## src/rtl/rom_fetch_arbiter.sv

```systemverilog
// rtl/rom_fetch_arbiter.sv - round-robin sharing of the instruction ROM between CPU fetch and dump engine
// Two-stage read pipeline: address/owner capture, then data capture into the owner's port.
module rom_fetch_arbiter #(
  parameter int              AW        = 8,
  parameter int              DW        = 6,
  parameter logic [AW-1:0]   LAST_ADDR = 8'hFF,
  parameter logic [DW-1:0]   FILL      = 6'h3F
) (
  input  logic          clk,
  input  logic          rst,
  input  logic          cpu_req,
  input  logic [AW-1:0] cpu_addr,
  output logic          cpu_gnt,
  output logic          cpu_rvalid,
  output logic [DW-1:0] cpu_rdata,
  output logic          cpu_fill,
  input  logic          dump_start,
  output logic          dump_busy,
  output logic          dump_valid,
  output logic [AW-1:0] dump_addr,
  output logic [DW-1:0] dump_data,
  output logic          dump_done,
  output logic [AW-1:0] rom_addr,
  input  logic [DW-1:0] rom_data
);

  typedef enum logic [1:0] {
    S_IDLE,
    S_RUN,
    S_DRAIN
  } state_t;

  state_t        state_q, state_d;
  logic [AW-1:0] cnt_q, cnt_d;
  logic          last_dump_q, last_dump_d;
  logic [AW-1:0] rom_addr_q, rom_addr_d;
  logic          s1_valid_q, s1_valid_d;
  logic          s1_dump_q, s1_dump_d;
  logic          cpu_rvalid_q, cpu_rvalid_d;
  logic [DW-1:0] cpu_rdata_q, cpu_rdata_d;
  logic          cpu_fill_q, cpu_fill_d;
  logic          dump_valid_q, dump_valid_d;
  logic [AW-1:0] dump_addr_q, dump_addr_d;
  logic [DW-1:0] dump_data_q, dump_data_d;
  logic          dump_done_q, dump_done_d;

  logic dump_req;
  logic cpu_win;
  logic dump_win;

  // On a tie the port that did not win last time is served.
  assign dump_req = (state_q == S_RUN);
  assign cpu_win  = cpu_req && (!dump_req || last_dump_q);
  assign dump_win = dump_req && (!cpu_req || !last_dump_q);

  always_comb begin
    state_d      = state_q;
    cnt_d        = cnt_q;
    last_dump_d  = last_dump_q;
    rom_addr_d   = rom_addr_q;
    s1_valid_d   = cpu_win || dump_win;
    s1_dump_d    = dump_win;
    cpu_rvalid_d = s1_valid_q && !s1_dump_q;
    cpu_rdata_d  = cpu_rdata_q;
    cpu_fill_d   = 1'b0;
    dump_valid_d = s1_valid_q && s1_dump_q;
    dump_addr_d  = dump_addr_q;
    dump_data_d  = dump_data_q;
    dump_done_d  = 1'b0;

    if (cpu_win) begin
      rom_addr_d  = cpu_addr;
      last_dump_d = 1'b0;
    end else if (dump_win) begin
      rom_addr_d  = cnt_q;
      last_dump_d = 1'b1;
    end

    if (cpu_rvalid_d) begin
      cpu_rdata_d = rom_data;
      cpu_fill_d  = (rom_data == FILL);
    end
    if (dump_valid_d) begin
      dump_addr_d = rom_addr_q;
      dump_data_d = rom_data;
    end

    case (state_q)
      S_IDLE: begin
        if (dump_start) begin
          cnt_d   = '0;
          state_d = S_RUN;
        end
      end
      S_RUN: begin
        if (dump_win) begin
          // Stop on the last address rather than incrementing, so an all-ones limit never wraps.
          if (cnt_q == LAST_ADDR) begin
            state_d = S_DRAIN;
          end else begin
            cnt_d = cnt_q + AW'(1);
          end
        end
      end
      S_DRAIN: begin
        if (!(s1_valid_q && s1_dump_q)) begin
          dump_done_d = 1'b1;
          state_d     = S_IDLE;
        end
      end
      default: state_d = S_IDLE;
    endcase
  end

  always_ff @(posedge clk or posedge rst) begin
    if (rst) begin
      state_q      <= S_IDLE;
      cnt_q        <= '0;
      last_dump_q  <= 1'b1;
      rom_addr_q   <= '0;
      s1_valid_q   <= 1'b0;
      s1_dump_q    <= 1'b0;
      cpu_rvalid_q <= 1'b0;
      cpu_rdata_q  <= '0;
      cpu_fill_q   <= 1'b0;
      dump_valid_q <= 1'b0;
      dump_addr_q  <= '0;
      dump_data_q  <= '0;
      dump_done_q  <= 1'b0;
    end else begin
      state_q      <= state_d;
      cnt_q        <= cnt_d;
      last_dump_q  <= last_dump_d;
      rom_addr_q   <= rom_addr_d;
      s1_valid_q   <= s1_valid_d;
      s1_dump_q    <= s1_dump_d;
      cpu_rvalid_q <= cpu_rvalid_d;
      cpu_rdata_q  <= cpu_rdata_d;
      cpu_fill_q   <= cpu_fill_d;
      dump_valid_q <= dump_valid_d;
      dump_addr_q  <= dump_addr_d;
      dump_data_q  <= dump_data_d;
      dump_done_q  <= dump_done_d;
    end
  end

  // Grant is combinational, so it is explicitly held low while reset is asserted.
  assign cpu_gnt    = cpu_win && !rst;
  assign cpu_rvalid = cpu_rvalid_q;
  assign cpu_rdata  = cpu_rdata_q;
  assign cpu_fill   = cpu_fill_q;
  assign dump_busy  = (state_q != S_IDLE);
  assign dump_valid = dump_valid_q;
  assign dump_addr  = dump_addr_q;
  assign dump_data  = dump_data_q;
  assign dump_done  = dump_done_q;
  assign rom_addr   = rom_addr_q;

endmodule

```

## config.mk

```make
export PLATFORM = sky130hd
export DESIGN_NAME = rom_fetch_arbiter
export DESIGN_NICKNAME = d
export VERILOG_FILES = /design/src/rtl/rom_fetch_arbiter.sv
export SDC_FILE = /design/constraint.sdc
export NUM_CORES = 1
export LEC_CHECK = 0
export CAP_MARGIN = 15
export CORE_MARGIN = 3
export CORE_UTILIZATION = 25
export CTS_CLUSTER_SIZE = 25
export DETAILED_ROUTE_END_ITERATION = 7
export GPL_TIMING_DRIVEN = 1
export PLACE_DENSITY_LB_ADDON = 0.08
export SYNTH_ARGS = -nofsm -noshare
export SYNTH_HDL_FRONTEND = slang
export SYNTH_SLANG_ARGS = --single-unit
```

## constraint.sdc

```tcl
create_clock -name clk -period 2.6 [get_ports clk]
set_clock_uncertainty 0.05 [all_clocks]
set_input_delay 0.65 -clock clk [delete_from_list [all_inputs] [get_ports clk]]
set_output_delay 0.65 -clock clk [all_outputs]
set_load 0.05 [all_outputs]
```

==> results of run 1 <==
[logic make-up after synthesis]
kind of cell | synth area share
flops | 0.600
mux | 0.136
compound gates | 0.0919
buf+inv | 0.0440
simple gates | 0.121
fa+ha+maj | 0.00666
[report_power, final]
| part | leakage, nW | internal, mW | total (mW) | switching, mW |
|---|---|---|---|---|
| logic | 0.506 | 0.821 | 2.21 | 1.39 |
| registers | 0.544 | 1.02 | 1.25 | 0.224 |
| clock network | 0.0450 | 0.187 | 0.416 | 0.229 |
[cells in the mapped netlist (all sizes together)]
master and n:
ha 1, o21ai 6, nor2 20, nand4 2, a21oi 2, nor2b 2, inv 10, and2 1
a31oi 6, mux2i 3, a21o 1, clkbuf 5, nor4 1, nor3 3, dfrtp 44, nand3 6
nand2 8, o22ai 9, clkinv 1, buf 3, dfstp 1, or4 2, nand2b 4, mux2 20
o211ai 1, a22o 1, o21a 2
[final cells by class]
type / instances / area [sq um] / share of cell area
sequential: 45 / 1130 / 0.434
multi-input combinational: 101 / 668 / 0.257
timing repair buffer: 56 / 558 / 0.215
tap: 96 / 120 / 0.0462
clock buffer: 6 / 72.6 / 0.0279
inverter: 11 / 41.3 / 0.0159
clock inverter: 2 / 10.0 / 0.00385
[critical path, stage by stage]
cell	delay [ns]
clkdlybuf4s50_1	0.54
o21ai_1	0.13
nor2_1	0.20
buf_12	0.17
[sequential cells by signal (all words and copies together) (netlist names), 2 cells and up]
name / count
rom_addr: 8
dump_data: 6
cnt_q: 8
state_q: 2
cpu_rdata: 6
dump_addr: 8
[metal layers]
metal | part of all wire | vias to the layer above
met5 | 0 | -
met4 | 0.013 | 0
met3 | 0.048 | 6
met2 | 0.48 | 30
met1 | 0.46 | 682
li1 | - | 677
[how the worst max path moves through the flow]
stage,from,end,slack (ns),cells after the start
final,cpu_req,cpu_gnt,0.21,4
after global routing,state_q[1],dump_busy,0.11,3
after CTS,state_q[1],dump_busy,0.19,3
after detailed placement,cpu_req,cpu_gnt,0.20,4
after global placement,cpu_req,cpu_gnt,0.23,4
after floorplan,state_q[1],cpu_gnt,0.34,4
==> metrics.txt, run 1 <==
M1 GR Usage 0.143; I/O pin count 52; worst hold path stage count 1; Yosys cell types 30; Slew Viols, Final 0; H-tree levels 2; via count 1395; later-pin clock latency in the skew report 0.29 ns; Routed Antenna Nets 0; most frequent cells in the layout 50 x clkdlybuf4s50_1, 44 x dfrtp_1, 20 x mux2_2, 20 x nor2_1; max-cap violations 0; Die W approximately 90 um; Cell Area, Synth 1880 sq um; Worst Hold End last_dump_q; unrepaired setup endpoints after global routing false; gr ovfl total 0; most common cell after layout, fill and taps aside clkdlybuf4s50_1; GPL Wtd Cong 0.828; Avg Inst Size Synth 11.4 sq um; core footprint 7020 sq um; CTS tree built; CP startpoint kind input pin; fin util 0.370; drt first pass iters 4; Yosys warning count 0; top cell type's share of synthesized area 0.586; grt peak-use layer met2; routed length per instance about 14 um; flops & latches, synth 45; hold wc startpoint last_dump_q; Pleak 1.09 nW; P per Cell Area about 1500 nW/um^2; M2 GR Usage 0.178; floorplan row count 30; Post-Route Setup TNS 0 ns; initial core utilization 0.268; met3 usage 0.0284; drt drc 0; Fin Hold WS 0.453 ns; number of diodes 0; syn_nets 184; setup ws final about 0.2 ns; RR Endpoint state_q[0]; Slew @ Worst Pin 0.746 ns; Area growth syn-to-layout 38.3%; status finished clean; Max IR drop VDD 363 uV; CTS Hold Bufs 0; nets@finish around 240; pre-CTS WS a little under 0.2 ns; postcts setup bufs 0; Final Critical Period 2.39 ns; first-pass GRT wire length 7450 um; Design Area, Final 2600 sq um; Max Buffers Root-to-Sink 2; 1st-iter DRT viols 60; clock root cell clkbuf_8; ranking of synthesized cells by area dfrtp_1 59%, mux2_2 12%, nor2_1 4.0%, o22ai_1 3.0%, a31oi_1 2.0%; CP Capture Type primary output; Final Cycle Share 0.921; CTS sink cnt 45; Final Routed Wirelength 4400 um; dpl hpwl 3240 um; reg2reg path depth 5; final setup vio count 0; Resized cells post-CTS 0; Hold Path Class flip-flop to flip-flop; vias in the first global route 1452; Reg2Reg Setup Slack 0.56 ns; reg2reg start cnt_q[1]; CP max FO 5; layout cells sized above 1 0.158; Num CTS Buffers 5; Final Hold Viols 0; Synth area leader dfrtp_1; Placed Cells 309; Required @ worst endpoint around 1.9 ns; Cells after Synth approximately 170; total power 3.88 mW; initial antenna violation count 0; WS Path Type input pin to primary output; PortBufs 51; f_max 418 MHz; Fillers 736; Die Ht about 90 um; Post-DP Area 2510 sq um; die area 8590 sq um; sequential element share of the synthesized area 0.600; worst path arrival time 1.69 ns; largest net degree at the start of global routing between 40 and 50; Total GRT Usage 0.109; clock slew seen by the registers of the worst setup and hold paths roughly 0.080 ns; Slew headroom 0.502; Finished Layout Cells around 320; Via-to-Cell Ratio 4.40
Power figures use the tool's default switching activity.
==> run 2, diff against run 1 <==
--- a/config.mk
+++ b/config.mk
@@ -6,7 +6,7 @@
 export NUM_CORES = 1
 export LEC_CHECK = 0
 export CAP_MARGIN = 15
-export CORE_MARGIN = 3
+export CORE_MARGIN = 5
 export CORE_UTILIZATION = 25
 export CTS_CLUSTER_SIZE = 25
 export DETAILED_ROUTE_END_ITERATION = 7
==> run 2 against run 1 <==
  * Count of clock-buffer cells in the layout stayed put
  * Sequential power is essentially flat
  * Sequential share of layout area decreased by 0.39 points
  * Sequential cell count unchanged
  * Via count rose by 1.3%
  * Clock power is 2% lower
  * Cell area rose by 0.92%
  * First-iteration DRC count down 37%
  * Critical path type unchanged
==> metrics.txt, run 2 (synthesis results as in run 1) <==
clock slew seen by the registers of the worst setup and hold paths 0.08 ns; final setup vio count 0; setup ws final 0.195 ns; gr ovfl total 0; initial antenna violation count 0; Design Area, Final ~2600 sq um; via count 1413; GPL Wtd Cong 0.787; Required @ worst endpoint 1.90 ns; CP startpoint kind input pin; drt drc 0; Die W 96.7 um; largest net degree at the start of global routing 37; CP max FO 5; Pleak around 1.1 nW; postcts setup bufs 0; P per Cell Area 1480 nW/um^2; WS Path Type input pin to primary output; Max Buffers Root-to-Sink 2; nets@finish 240; Post-DP Area approximately 2500 sq um; Slew Viols, Final 0; Die Ht 96.7 um; status finished clean; Resized cells post-CTS 0; Final Routed Wirelength 4580 um; drt first pass iters 4; most frequent cells in the layout 50 x clkdlybuf4s50_1, 44 x dfrtp_1, 20 x mux2_2, 20 x nor2_1; clock root cell clkbuf_8; unrepaired setup endpoints after global routing false; Post-Route Setup TNS 0 ns; Hold Path Class flip-flop to flip-flop; f_max 416 MHz; number of diodes 0; core footprint 7290 sq um; max-cap violations 0; layout cells sized above 1 0.162; routed length per instance around 14 um; Final Critical Period 2.41 ns; CTS sink cnt 45; Num CTS Buffers 5; I/O pin count 52; first-pass GRT wire length ~8000 um; Final Cycle Share 0.925; die area 9350 sq um; worst path arrival time between 1.5 and 2 ns; vias in the first global route 1561; H-tree levels 2; Max IR drop VDD approximately 410 uV; Area growth syn-to-layout 39.6%; Routed Antenna Nets 0; initial core utilization 0.258; 1st-iter DRT viols 38; later-pin clock latency in the skew report 0.29 ns; most common cell after layout, fill and taps aside clkdlybuf4s50_1; CTS Hold Bufs 0; CP Capture Type primary output; Total GRT Usage 0.105; Final Hold Viols 0; CTS tree built; Slew @ Worst Pin between 0.7 and 0.8 ns; PortBufs 51; dpl hpwl roughly 3500 um; floorplan row count 31; Via-to-Cell Ratio roughly 4.4; pre-CTS WS 0.154 ns; Slew headroom 0.481
[run 2: changes by cell type in the layout (fill, tap and decap cells not counted), sizes merged]
cell | before | now
buf | 6 | 7
[run 2: report_power, final]
group          switching (mW)  internal (mW)
registers               0.220           1.02
logic                    1.40          0.833
clock network           0.220          0.186
total                    1.84           2.04
[run 2: critical path, stage by stage]
cell	delay, ns
clkdlybuf4s50_1	0.54
o21ai_1	0.15
nor2_1	0.20
buf_12	0.16
[run 2: stage by stage]
step            util  hold WS [ns]  instances  power (mW)
3_3_place_gp   0.348         0.438        313        3.50
5_1_grt        0.359         0.477        321        4.14
3_5_place_dp   0.348         0.443        313        3.53
2_1_floorplan      -         0.428        165        2.75
4_1_cts        0.359         0.456        321        3.95
6_report       0.359         0.456        321        3.88
[run 2: cell type report]
class / count / area [sq um]
multi-input combinational: 101 / 668
clock inverter: 2 / 10.0
inverter: 11 / 41.3
fill: 773 / 4670
timing repair buffer: 57 / 578
clock buffer: 6 / 72.6
sequential: 45 / 1130
tap: 99 / 124
[run 2: path summary, 6_finish.rpt]
path	endpoint	slack (ns)	from	cells past startpoint
worst min-delay path	last_dump_q	0.46	last_dump_q	1
worst min register to register	last_dump_q	0.46	last_dump_q	1
worst max-delay path	cpu_gnt	0.19	cpu_req	4
worst max register to register	state_q[0]	0.57	cnt_q[1]	5
min in group asynchronous	dump_addr[3]	0.59	rst	2
max in group asynchronous	last_dump_q	1.37	rst	3
[run 2: layer usage]
metal  vias to the layer above  share of wire  GRT usage  routed length [um]
met5                         -              0          0                   0
met2                        40           0.48      0.170                2190
met3                         9          0.051     0.0374                 233
met1                       677           0.44      0.126                2030
li1                        687              -          -                   -
met4                         0          0.026     0.0421                 121
